### config.mk
export PLATFORM = sky130hd
export DESIGN_NAME = uc_seq
export DESIGN_NICKNAME = d
export VERILOG_FILES = /design/src/rtl/uc_pkg.sv /design/src/rtl/uc_decode.sv /design/src/rtl/uc_seq.sv
export SDC_FILE = /design/constraint.sdc
export NUM_CORES = 1
export LEC_CHECK = 0
export ABC_CLOCK_PERIOD_IN_PS = 2380
export CAP_MARGIN = 20
export CORE_UTILIZATION = 40
export DETAILED_ROUTE_END_ITERATION = 16
export PLACE_DENSITY = 0.72
export REMOVE_ABC_BUFFERS = 1
export SYNTH_ARGS = -nofsm -noshare
export SYNTH_HDL_FRONTEND = slang
export SYNTH_SLANG_ARGS = --single-unit
### constraint.sdc
create_clock -name clk -period 2.38 [get_ports clk]
set_clock_uncertainty 0.2 [all_clocks]
set_input_delay 0.476 -clock clk [delete_from_list [all_inputs] [get_ports clk]]
set_output_delay 0.476 -clock clk [all_outputs]
set_load 0.01 [all_outputs]
### src/rtl/uc_pkg.sv
// Shared opcode constants, FSM state type and control bundle for the uc_seq control unit.
// Latency: n/a (types and constants only).
// Backpressure: n/a.
package uc_pkg;

    localparam logic [5:0] OP_J    = 6'b110000;
    localparam logic [5:0] OP_JZ   = 6'b110001;
    localparam logic [5:0] OP_JNZ  = 6'b110010;
    localparam logic [5:0] OP_JN   = 6'b110011;
    localparam logic [5:0] OP_CALL = 6'b110100;
    localparam logic [5:0] OP_RET  = 6'b110101;
    localparam logic [5:0] OP_SKZ  = 6'b110110;
    localparam logic [5:0] OP_SKNZ = 6'b110111;
    localparam logic [5:0] OP_IN   = 6'b111000;
    localparam logic [5:0] OP_OUT  = 6'b111001;

    typedef enum logic [1:0] {
        RUN     = 2'd0,
        SKIP    = 2'd1,
        IO_WAIT = 2'd2
    } state_t;

    // Datapath strobes plus the instruction-class tags the sequencer needs
    typedef struct packed {
        logic       s_inc;
        logic       s_inm;
        logic       s_in;
        logic       we3;
        logic       wez;
        logic       wen;
        logic       wesp;
        logic       push;
        logic       pop;
        logic       io_rd;
        logic       io_wr;
        logic       alu_vld;
        logic [2:0] op_alu;
        logic       is_call;
        logic       is_ret;
        logic       is_skip;
        logic       is_in;
        logic       is_out;
    } ctrl_t;

    // Bundle for an instruction that does nothing but advance the PC
    function automatic ctrl_t ctrl_nop();
        ctrl_t c;
        c       = '0;
        c.s_inc = 1'b1;
        return c;
    endfunction

endpackage

### src/rtl/uc_decode.sv
// Combinational opcode/flag decoder producing the raw control bundle for a RUN-state instruction.
// Latency: 0 cycles, purely combinational.
// Backpressure: none; stall, skip and stack-guard overrides are applied by the parent.
module uc_decode
    import uc_pkg::*;
(
    input  logic [5:0] opcode,
    input  logic       s_z,
    input  logic       s_n,
    output ctrl_t      ctrl
);

    // Decode assumes I/O completes this cycle and the stack has room; parent overrides
    always_comb begin
        ctrl = ctrl_nop();
        if (!opcode[5]) begin
            ctrl.alu_vld = 1'b1;
            ctrl.op_alu  = opcode[4:2];
            ctrl.we3     = 1'b1;
            ctrl.wez     = 1'b1;
            ctrl.wen     = 1'b1;
        end else if (!opcode[4]) begin
            ctrl.s_inm = 1'b1;
            ctrl.we3   = 1'b1;
        end else begin
            case (opcode)
                OP_J:    ctrl.s_inc = 1'b0;
                OP_JZ:   ctrl.s_inc = ~s_z;
                OP_JNZ:  ctrl.s_inc = s_z;
                OP_JN:   ctrl.s_inc = ~s_n;
                OP_CALL: begin
                    ctrl.is_call = 1'b1;
                    ctrl.s_inc   = 1'b0;
                    ctrl.push    = 1'b1;
                    ctrl.wesp    = 1'b1;
                end
                OP_RET: begin
                    ctrl.is_ret = 1'b1;
                    ctrl.s_inc  = 1'b0;
                    ctrl.pop    = 1'b1;
                    ctrl.wesp   = 1'b1;
                end
                OP_SKZ:  ctrl.is_skip = s_z;
                OP_SKNZ: ctrl.is_skip = ~s_z;
                OP_IN: begin
                    ctrl.is_in = 1'b1;
                    ctrl.io_rd = 1'b1;
                    ctrl.s_in  = 1'b1;
                    ctrl.we3   = 1'b1;
                end
                OP_OUT: begin
                    ctrl.is_out = 1'b1;
                    ctrl.io_wr  = 1'b1;
                end
                default: ;
            endcase
        end
    end

endmodule

### src/rtl/uc_seq.sv
// Sequenced control unit: opcode decode plus skip counter, stalling I/O handshake and call-depth guard.
// Latency: outputs combinational from state/opcode/flags; state and counters update on the next edge.
// Backpressure: io_ready low stalls the PC (pc_en=0) until ready or the optional timeout aborts.
module uc_seq
    import uc_pkg::*;
#(
    parameter int SKIP_LEN    = 1,
    parameter int STACK_DEPTH = 8,
    parameter int IO_TIMEOUT  = 255
) (
    input  logic       clk,
    input  logic       reset,
    input  logic [5:0] opcode,
    input  logic       s_z,
    input  logic       s_n,
    input  logic       io_ready,
    output logic       s_inc,
    output logic       s_inm,
    output logic       s_in,
    output logic       we3,
    output logic       wez,
    output logic       wen,
    output logic       wesp,
    output logic       push,
    output logic       pop,
    output logic       pc_en,
    output logic       io_rd,
    output logic       io_wr,
    output logic [2:0] op_alu,
    output logic       skipping,
    output logic       stk_ovf,
    output logic       stk_unf,
    output logic       io_timeout
);

    localparam int SKIP_W = (SKIP_LEN < 2)    ? 1 : $clog2(SKIP_LEN + 1);
    localparam int SP_W   = (STACK_DEPTH < 2) ? 1 : $clog2(STACK_DEPTH + 1);
    localparam int IO_W   = $clog2(IO_TIMEOUT + 2);

    localparam logic [SKIP_W-1:0] SKIP_INIT = SKIP_W'(SKIP_LEN);
    localparam logic [SP_W-1:0]   SP_MAX    = SP_W'(STACK_DEPTH);
    localparam logic [IO_W-1:0]   IO_LIM    = IO_W'(IO_TIMEOUT);

    state_t            state;
    logic [SKIP_W-1:0] skip_cnt;
    logic [SP_W-1:0]   sp_cnt;
    logic [IO_W-1:0]   io_cnt;
    logic              io_is_in;
    logic [2:0]        op_alu_q;
    logic              stk_ovf_q;
    logic              stk_unf_q;
    logic              io_timeout_q;

    ctrl_t dec;
    ctrl_t oc;
    logic  pc_en_c;
    logic  skip_c;
    logic  io_stall;
    logic  io_abort;

    uc_decode u_decode (
        .opcode (opcode),
        .s_z    (s_z),
        .s_n    (s_n),
        .ctrl   (dec)
    );

    // Apply state-dependent suppression on top of the raw decode
    always_comb begin
        oc       = ctrl_nop();
        pc_en_c  = 1'b1;
        skip_c   = 1'b0;
        io_stall = 1'b0;
        io_abort = 1'b0;
        if (reset) begin
            oc      = '0;
            pc_en_c = 1'b0;
        end else begin
            case (state)
                RUN: begin
                    oc = dec;
                    // Full stack: the call degrades to a NOP, is_call kept so the flag gets set
                    if (dec.is_call && (sp_cnt == SP_MAX)) begin
                        oc.push  = 1'b0;
                        oc.wesp  = 1'b0;
                        oc.s_inc = 1'b1;
                    end
                    if (dec.is_ret && (sp_cnt == '0)) begin
                        oc.pop   = 1'b0;
                        oc.wesp  = 1'b0;
                        oc.s_inc = 1'b1;
                    end
                    // Peripheral not ready: keep the request up, hold the PC, no write-back
                    if ((dec.is_in || dec.is_out) && !io_ready) begin
                        oc.we3   = 1'b0;
                        oc.s_in  = 1'b0;
                        pc_en_c  = 1'b0;
                        io_stall = 1'b1;
                    end
                end
                SKIP: skip_c = 1'b1;
                IO_WAIT: begin
                    oc.io_rd = io_is_in;
                    oc.io_wr = ~io_is_in;
                    pc_en_c  = 1'b0;
                    if (io_ready) begin
                        pc_en_c = 1'b1;
                        oc.s_in = io_is_in;
                        oc.we3  = io_is_in;
                    end else if ((IO_TIMEOUT > 0) && (io_cnt == IO_LIM)) begin
                        // Abort cycle drops the request and lets the PC move on
                        oc.io_rd = 1'b0;
                        oc.io_wr = 1'b0;
                        pc_en_c  = 1'b1;
                        io_abort = 1'b1;
                    end
                end
                default: ;
            endcase
        end
    end

    // FSM, skip/call-depth/I-O counters and sticky error flags
    always_ff @(posedge clk) begin
        if (reset) begin
            state        <= RUN;
            skip_cnt     <= '0;
            sp_cnt       <= '0;
            io_cnt       <= '0;
            io_is_in     <= 1'b0;
            op_alu_q     <= 3'd0;
            stk_ovf_q    <= 1'b0;
            stk_unf_q    <= 1'b0;
            io_timeout_q <= 1'b0;
        end else begin
            if (oc.alu_vld) op_alu_q <= oc.op_alu;
            if (oc.is_call) begin
                if (oc.push) sp_cnt    <= sp_cnt + SP_W'(1);
                else         stk_ovf_q <= 1'b1;
            end
            if (oc.is_ret) begin
                if (oc.pop) sp_cnt    <= sp_cnt - SP_W'(1);
                else        stk_unf_q <= 1'b1;
            end
            case (state)
                RUN: begin
                    if (oc.is_skip && (SKIP_LEN > 0)) begin
                        state    <= SKIP;
                        skip_cnt <= SKIP_INIT;
                    end else if (io_stall) begin
                        state    <= IO_WAIT;
                        io_cnt   <= IO_W'(1);
                        io_is_in <= oc.is_in;
                    end
                end
                SKIP: begin
                    skip_cnt <= skip_cnt - SKIP_W'(1);
                    if (skip_cnt == SKIP_W'(1)) state <= RUN;
                end
                IO_WAIT: begin
                    if (io_ready) begin
                        state <= RUN;
                    end else if (io_abort) begin
                        io_timeout_q <= 1'b1;
                        state        <= RUN;
                    end else begin
                        io_cnt <= io_cnt + IO_W'(1);
                    end
                end
                default: state <= RUN;
            endcase
        end
    end

    assign s_inc      = oc.s_inc;
    assign s_inm      = oc.s_inm;
    assign s_in       = oc.s_in;
    assign we3        = oc.we3;
    assign wez        = oc.wez;
    assign wen        = oc.wen;
    assign wesp       = oc.wesp;
    assign push       = oc.push;
    assign pop        = oc.pop;
    assign io_rd      = oc.io_rd;
    assign io_wr      = oc.io_wr;
    assign pc_en      = pc_en_c;
    assign skipping   = skip_c;
    assign op_alu     = oc.alu_vld ? oc.op_alu : (reset ? 3'd0 : op_alu_q);
    assign stk_ovf    = stk_ovf_q    & ~reset;
    assign stk_unf    = stk_unf_q    & ~reset;
    assign io_timeout = io_timeout_q & ~reset;

endmodule
---- Word level (Yosys, flattened, before mapping) ----
Cells that the tools add are included.
word-level totals
  bits in registers ....................... 23
operators by class
  equality and inequality tests ........... 22
  reduce and logical (&&, ||, !) cells .... 18
  add/subtract/negate cells ............... 4
  multiplexer cells ....................... 67
  bitwise logic cells ..................... 11
operators with widths
  operator             count
  $eq 6x6->1 const B   10
  $mux 9               5
  $mux 1               27
  $mux 2               13
  $mux 5               5
  $mux 20              1
  $mux 4               5
  $pmux 9 s2           1
  $ne 2x2->1 const B   6
  $add 9x1->9 const B  1
  $eq 9x8->1 const B   1
  $mux 3               3
  $reduce_and 3->1     3
  $not 1->1            8
  $pmux 2 s2           2
  $ne 3x3->1 const B   2
  $pmux 1 s2           3
  $pmux 2 s3           1
  $reduce_and 2->1     3
  $reduce_and 5->1     1
  $add 4x1->4 const B  1
  $eq 4x4->1 const B   1
  $logic_not 4->1      1
  $pmux 1 s4           1
  other kinds (12)     17

---- Longest topological paths before layout ----
  depth in word-level cells ............... 13
  depth in mapped cells ................... 10
  gate-level depth less buffers ........... 9

---- By module ----
From an unflattened synthesis, not the netlist that was laid out.
unflattened totals
  cell total of the unflattened synthesis .. 201
  area total of the unflattened synthesis .. 1576.5 um^2
modules (own cells, without submodules)
  module     times used  sequential area each (um^2)  area each (um^2)  cells each
  uc_seq     1           460.4                        1378.8            172
  uc_decode  1           0.0                          197.7             29

---- Worst setup path before layout ----
OpenSTA, ideal clock, no wires.
  path type ............................... in2out
  start ................................... input port reset
  end ..................................... output port push
  data required time ...................... 1.704 ns
  path buffers ............................ 1
  cell stages on the path ................. 4
  arrival time ............................ 1.845 ns
  setup slack ............................. -0.141 ns
  cells stage by stage .................... or3_1 or4_1 buf_2 nor3_1
on the way
  cells in the longest elaborated chain, start to end .. 1
RTL lines
  item             RTL line      text
  start, declared  uc_seq.sv:12  input logic reset,
  $mux 20          uc_seq.sv:75  if (reset) begin
  end, declared    uc_seq.sv:24  output logic push,
Every way passes these cells.

---- Worst setup path in the final report ----
  start ................................... register state[1]
  end ..................................... output port pop
on the way
  cells in the longest elaborated chain, start to end .. 3
RTL lines
  item                    RTL line       text
  start, declared         uc_seq.sv:44   state_t state;
  start signal, assigned  uc_seq.sv:126  state <= RUN;
  start signal, assigned  uc_seq.sv:148  state <= SKIP;
  start signal, assigned  uc_seq.sv:151  state <= IO_WAIT;
  $logic_not 2->1         uc_seq.sv:79   case (state)
  $mux 5                  uc_seq.sv:79
  $mux 20                 uc_seq.sv:75
  end, declared           uc_seq.sv:25   output logic pop,
Every way passes these cells.

==> impl_metrics.env <==
export IMPL_swShare_pct=27.2
export IMPL_power_frac_comb_pct=21.4
export IMPL_io_pins=30
export IMPL_ant_nets=0
export IMPL_cts_sinks=23
export IMPL_post_route_period_util_pct=111
export IMPL_grt_max_degree=31
export IMPL_synth_area_top_cells="dfxtp_1 32%, a21oi_1 5.2%, nor2_1 4.9%"
export IMPL_p_seq_share_pct=53.6
export IMPL_worstSetupStartpointType="register"
export IMPL_p_per_area_mw_per_mm2=313
export IMPL_fmax_mhz=377
export IMPL_postPlaceCellArea_sq_mm=0.00211
export IMPL_syn2layout_area_growth_pct=62.4
export IMPL_p_int_uw=534
export IMPL_period_needed_ns=2.65
export IMPL_synth_area_sq_mm=0.00144
export IMPL_syn_avg_cell_area_sq_um=7.83
export IMPL_grt_pass1_wl_um=6340
export IMPL_n_antenna_cell=0
export IMPL_wire_per_inst_um=14.3
export IMPL_cts_tree="yes"
export IMPL_cts_buffers=3
export IMPL_yosysWarnings=0
export IMPL_fp_row_count=21
export IMPL_path_max_fanout=4
export IMPL_worst_setup_path_end_kind="output port"
export IMPL_drc=0
export IMPL_worstMarginPinSlew_ns=0.435
export IMPL_violations="setup timing"
export IMPL_fin_area_sq_mm=0.00234
export IMPL_dp_hpwl_um=2700
export IMPL_synth_seq_cells=23
export IMPL_grt_overflow_total=0
export IMPL_fillCellCount=254
export IMPL_yosys_area_top_type="dfxtp_1"
export IMPL_ctsHtreeMaxLevel=1
export IMPL_rsz0062_at_grt="yes"
export IMPL_dp_cells=297
export IMPL_fp_dieH_um=62.0
export IMPL_die_width_um=62.0
export IMPL_leakage_nw=0.929
export IMPL_async_reset_ff_share_pct=0
export IMPL_setup_violations=10
export IMPL_viasPerCell=5.41
export IMPL_fin_cells=311
export IMPL_clockRootBuffer="clkbuf_4"
export IMPL_final_setup_tns_ns=-1.38
export IMPL_relSlewSlack_pct=70.7
export IMPL_synth_top_area_share_pct=31.9
export IMPL_netlist_instances=184
export IMPL_synth_flop_cell="dfxtp_1"
export IMPL_clk_path_buf_depth=2
export IMPL_drive_above_1_share_pct=44.5
export IMPL_drtIter0Drc=62
export IMPL_cap_viol_max_count=0
export IMPL_final_nets=281
export IMPL_port_buffers=29
export IMPL_dieArea_sq_mm=0.00385
export IMPL_clkTransAtPathRegs_ns=0.13
export IMPL_crit_arrival_ns=1.97
export IMPL_clockPowerShare_pct=25.0
export IMPL_num_vias=1684
export IMPL_ir_drop_uv=240
export IMPL_grt_pass1_vias=1448
export IMPL_final_util_pct=69.1
export IMPL_clock_latency_ns=0.31
export IMPL_track_usage_pct=22.0
export IMPL_path_class="reg2out"
export IMPL_final_hold_viol_count=0
export IMPL_min_path_type="in2reg"
export IMPL_synth_edf_count=0
export IMPL_worstPathRequired_ns=1.70
export IMPL_power_switching_uw=199
export IMPL_outcome="complete, but fails checks"
export IMPL_place_congestion=0.767
export IMPL_start_util_pct=42.5
export IMPL_first_pass_iters=4
export IMPL_drv_slew=0
export IMPL_hold_buffers=0
export IMPL_totalWireLength_um=4460
export IMPL_ys_seq_area_share_pct=31.9
export IMPL_coreArea_sq_mm=0.00339
export IMPL_setup_ws_ns=-0.269
export IMPL_antenna_found_initial=0
export IMPL_yosysUniqueCellTypes=45
power by group through the flow:
stage / Sequential, mW / Clock, mW / Combinational [mW]
finish: 0.393 / 0.183 / 0.157
detailed placement: 0.401 / 0 / 0.139
global route: 0.394 / 0.206 / 0.168
global placement: 0.401 / 0 / 0.139
CTS: 0.393 / 0.189 / 0.135
floorplan: 0.401 / 0 / 0.0436
cells in the mapped netlist (2+ instances only):
cell and number:
o22a_1 2, nor2_1 19, nand2_1 10, a2bb2oi_1 2, or3_1 5, or4_1 7
inv_1 8, nand3_1 4, o21bai_1 2, nor2b_1 8, a21o_1 3, o31ai_1 6
o21ai_0 8, or2_2 3, nor3b_1 3, xnor2_1 2, clkbuf_1 7, ha_1 4
nand2b_1 7, o32ai_1 2, nor3_1 6, dfxtp_1 23, a211oi_1 4, buf_2 2
o21ai_1 3, a21oi_1 15
final cells by class:
cell class / instances / area (sq um) / share of cell area (%)
multi-input cells: 141 / 1070 / 45.6
repair buffers: 89 / 693 / 29.6
flip-flops and latches: 23 / 465 / 19.9
well taps: 46 / 57.6 / 2.46
inverters: 8 / 30.0 / 1.28
clock buffers: 4 / 26.3 / 1.12
sequential cells by signal, summed over array words and instances (netlist names):
signal        count
op_alu_q          3
stk_ovf_q         1
io_is_in          1
state             2
io_cnt            9
io_timeout_q      1
stk_unf_q         1
skip_cnt          1
sp_cnt            4
cell usage in the layout (no fill, tap or decap), types with 3 or more instances in the layout:
master | netlist | routed
buf_4 | 1 | 54
dfxtp_1 | 23 | 19
nor2_1 | 19 | 13
a21oi_1 | 15 | 13
buf_2 | 2 | 13
buf_6 | 1 | 11
nand2_1 | 10 | 9
inv_1 | 8 | 8
nor2b_1 | 8 | 7
nand2b_1 | 7 | 6
o21ai_1 | 3 | 6
o31ai_1 | 6 | 6
or4_1 | 7 | 6
o21ai_0 | 8 | 5
dlygate4sd2_1 | 0 | 5
clkdlybuf4s50_1 | 0 | 5
nor3_1 | 6 | 4
or3_1 | 5 | 4
dfxtp_2 | 0 | 4
nor2_4 | 0 | 3
nor3b_1 | 3 | 3
nand3_1 | 4 | 3
nor2_2 | 0 | 3
a21o_1 | 3 | 3
a211oi_1 | 4 | 3
ha_4 | 0 | 3
clkbuf_4 | 0 | 3
cells by family (layout without fill, tap and decap cells):
group           Yosys count  count (layout)  synth area share [%]
buf+inv                  20             101                  6.16
fa+ha+maj                 4               4                  3.47
simple gates             78              78                  29.9
flops                    23              23                  31.9
xor+xnor                  2               2                  1.22
compound gates           57              57                  27.3
through the flow:
| stage | power [mW] | hold WS [ns] | worst slack [ns] |
|---|---|---|---|
| global placement | 0.540 | 0.253 | -0.924 |
| detailed placement | 0.541 | 0.257 | -0.958 |
| floorplan | 0.445 | 0.233 | -0.137 |
| global route | 0.769 | 0.206 | -0.322 |
| finish | 0.733 | 0.215 | -0.269 |
| CTS | 0.717 | 0.236 | -0.306 |
metal layers:
| layer | up-vias | wire (um) | global-route usage [%] | part of all wire [%] |
|---|---|---|---|---|
| li1 | 842 | - | - | - |
| met1 | 776 | 1970 | 29.6 | 44 |
| met2 | 52 | 2200 | 36.8 | 49 |
| met3 | 14 | 153 | 2.48 | 3.4 |
| met4 | 0 | 132 | 6.98 | 3.0 |
| met5 | - | 0 | 0 | 0 |
final timing paths:
check | startpoint | to | slack [ns] | cells past startpoint
hold reg to reg | stk_ovf_q$_SDFFE_PP0P_ | stk_ovf_q$_SDFFE_PP0P_ | 0.27 | 2
setup reg to reg | state[1]$_SDFFE_PP0P_ | sp_cnt[3]$_SDFF_PP0_ | 0.03 | 6
hold / removal | opcode[3] | op_alu_q[1]$_SDFFE_PP0P_ | 0.22 | 3
setup / recovery | state[1]$_SDFFE_PP0P_ | pop | -0.27 | 5
worst max-delay path, cell delays in order (launching register included):
cell	delay, ns
dfxtp_2	0.35
or3_4	0.37
or4_4	0.57
buf_4	0.17
nor2_4	0.09
buf_6	0.11
what timing repair did:
item	CTS	global route
endpoints found under the setup margin	28	20
resized for setup	109	27
endpoints found under the hold margin	0	0
pin swaps	15	8
setup buffers	4	7
(Power assumes the default switching activity.)
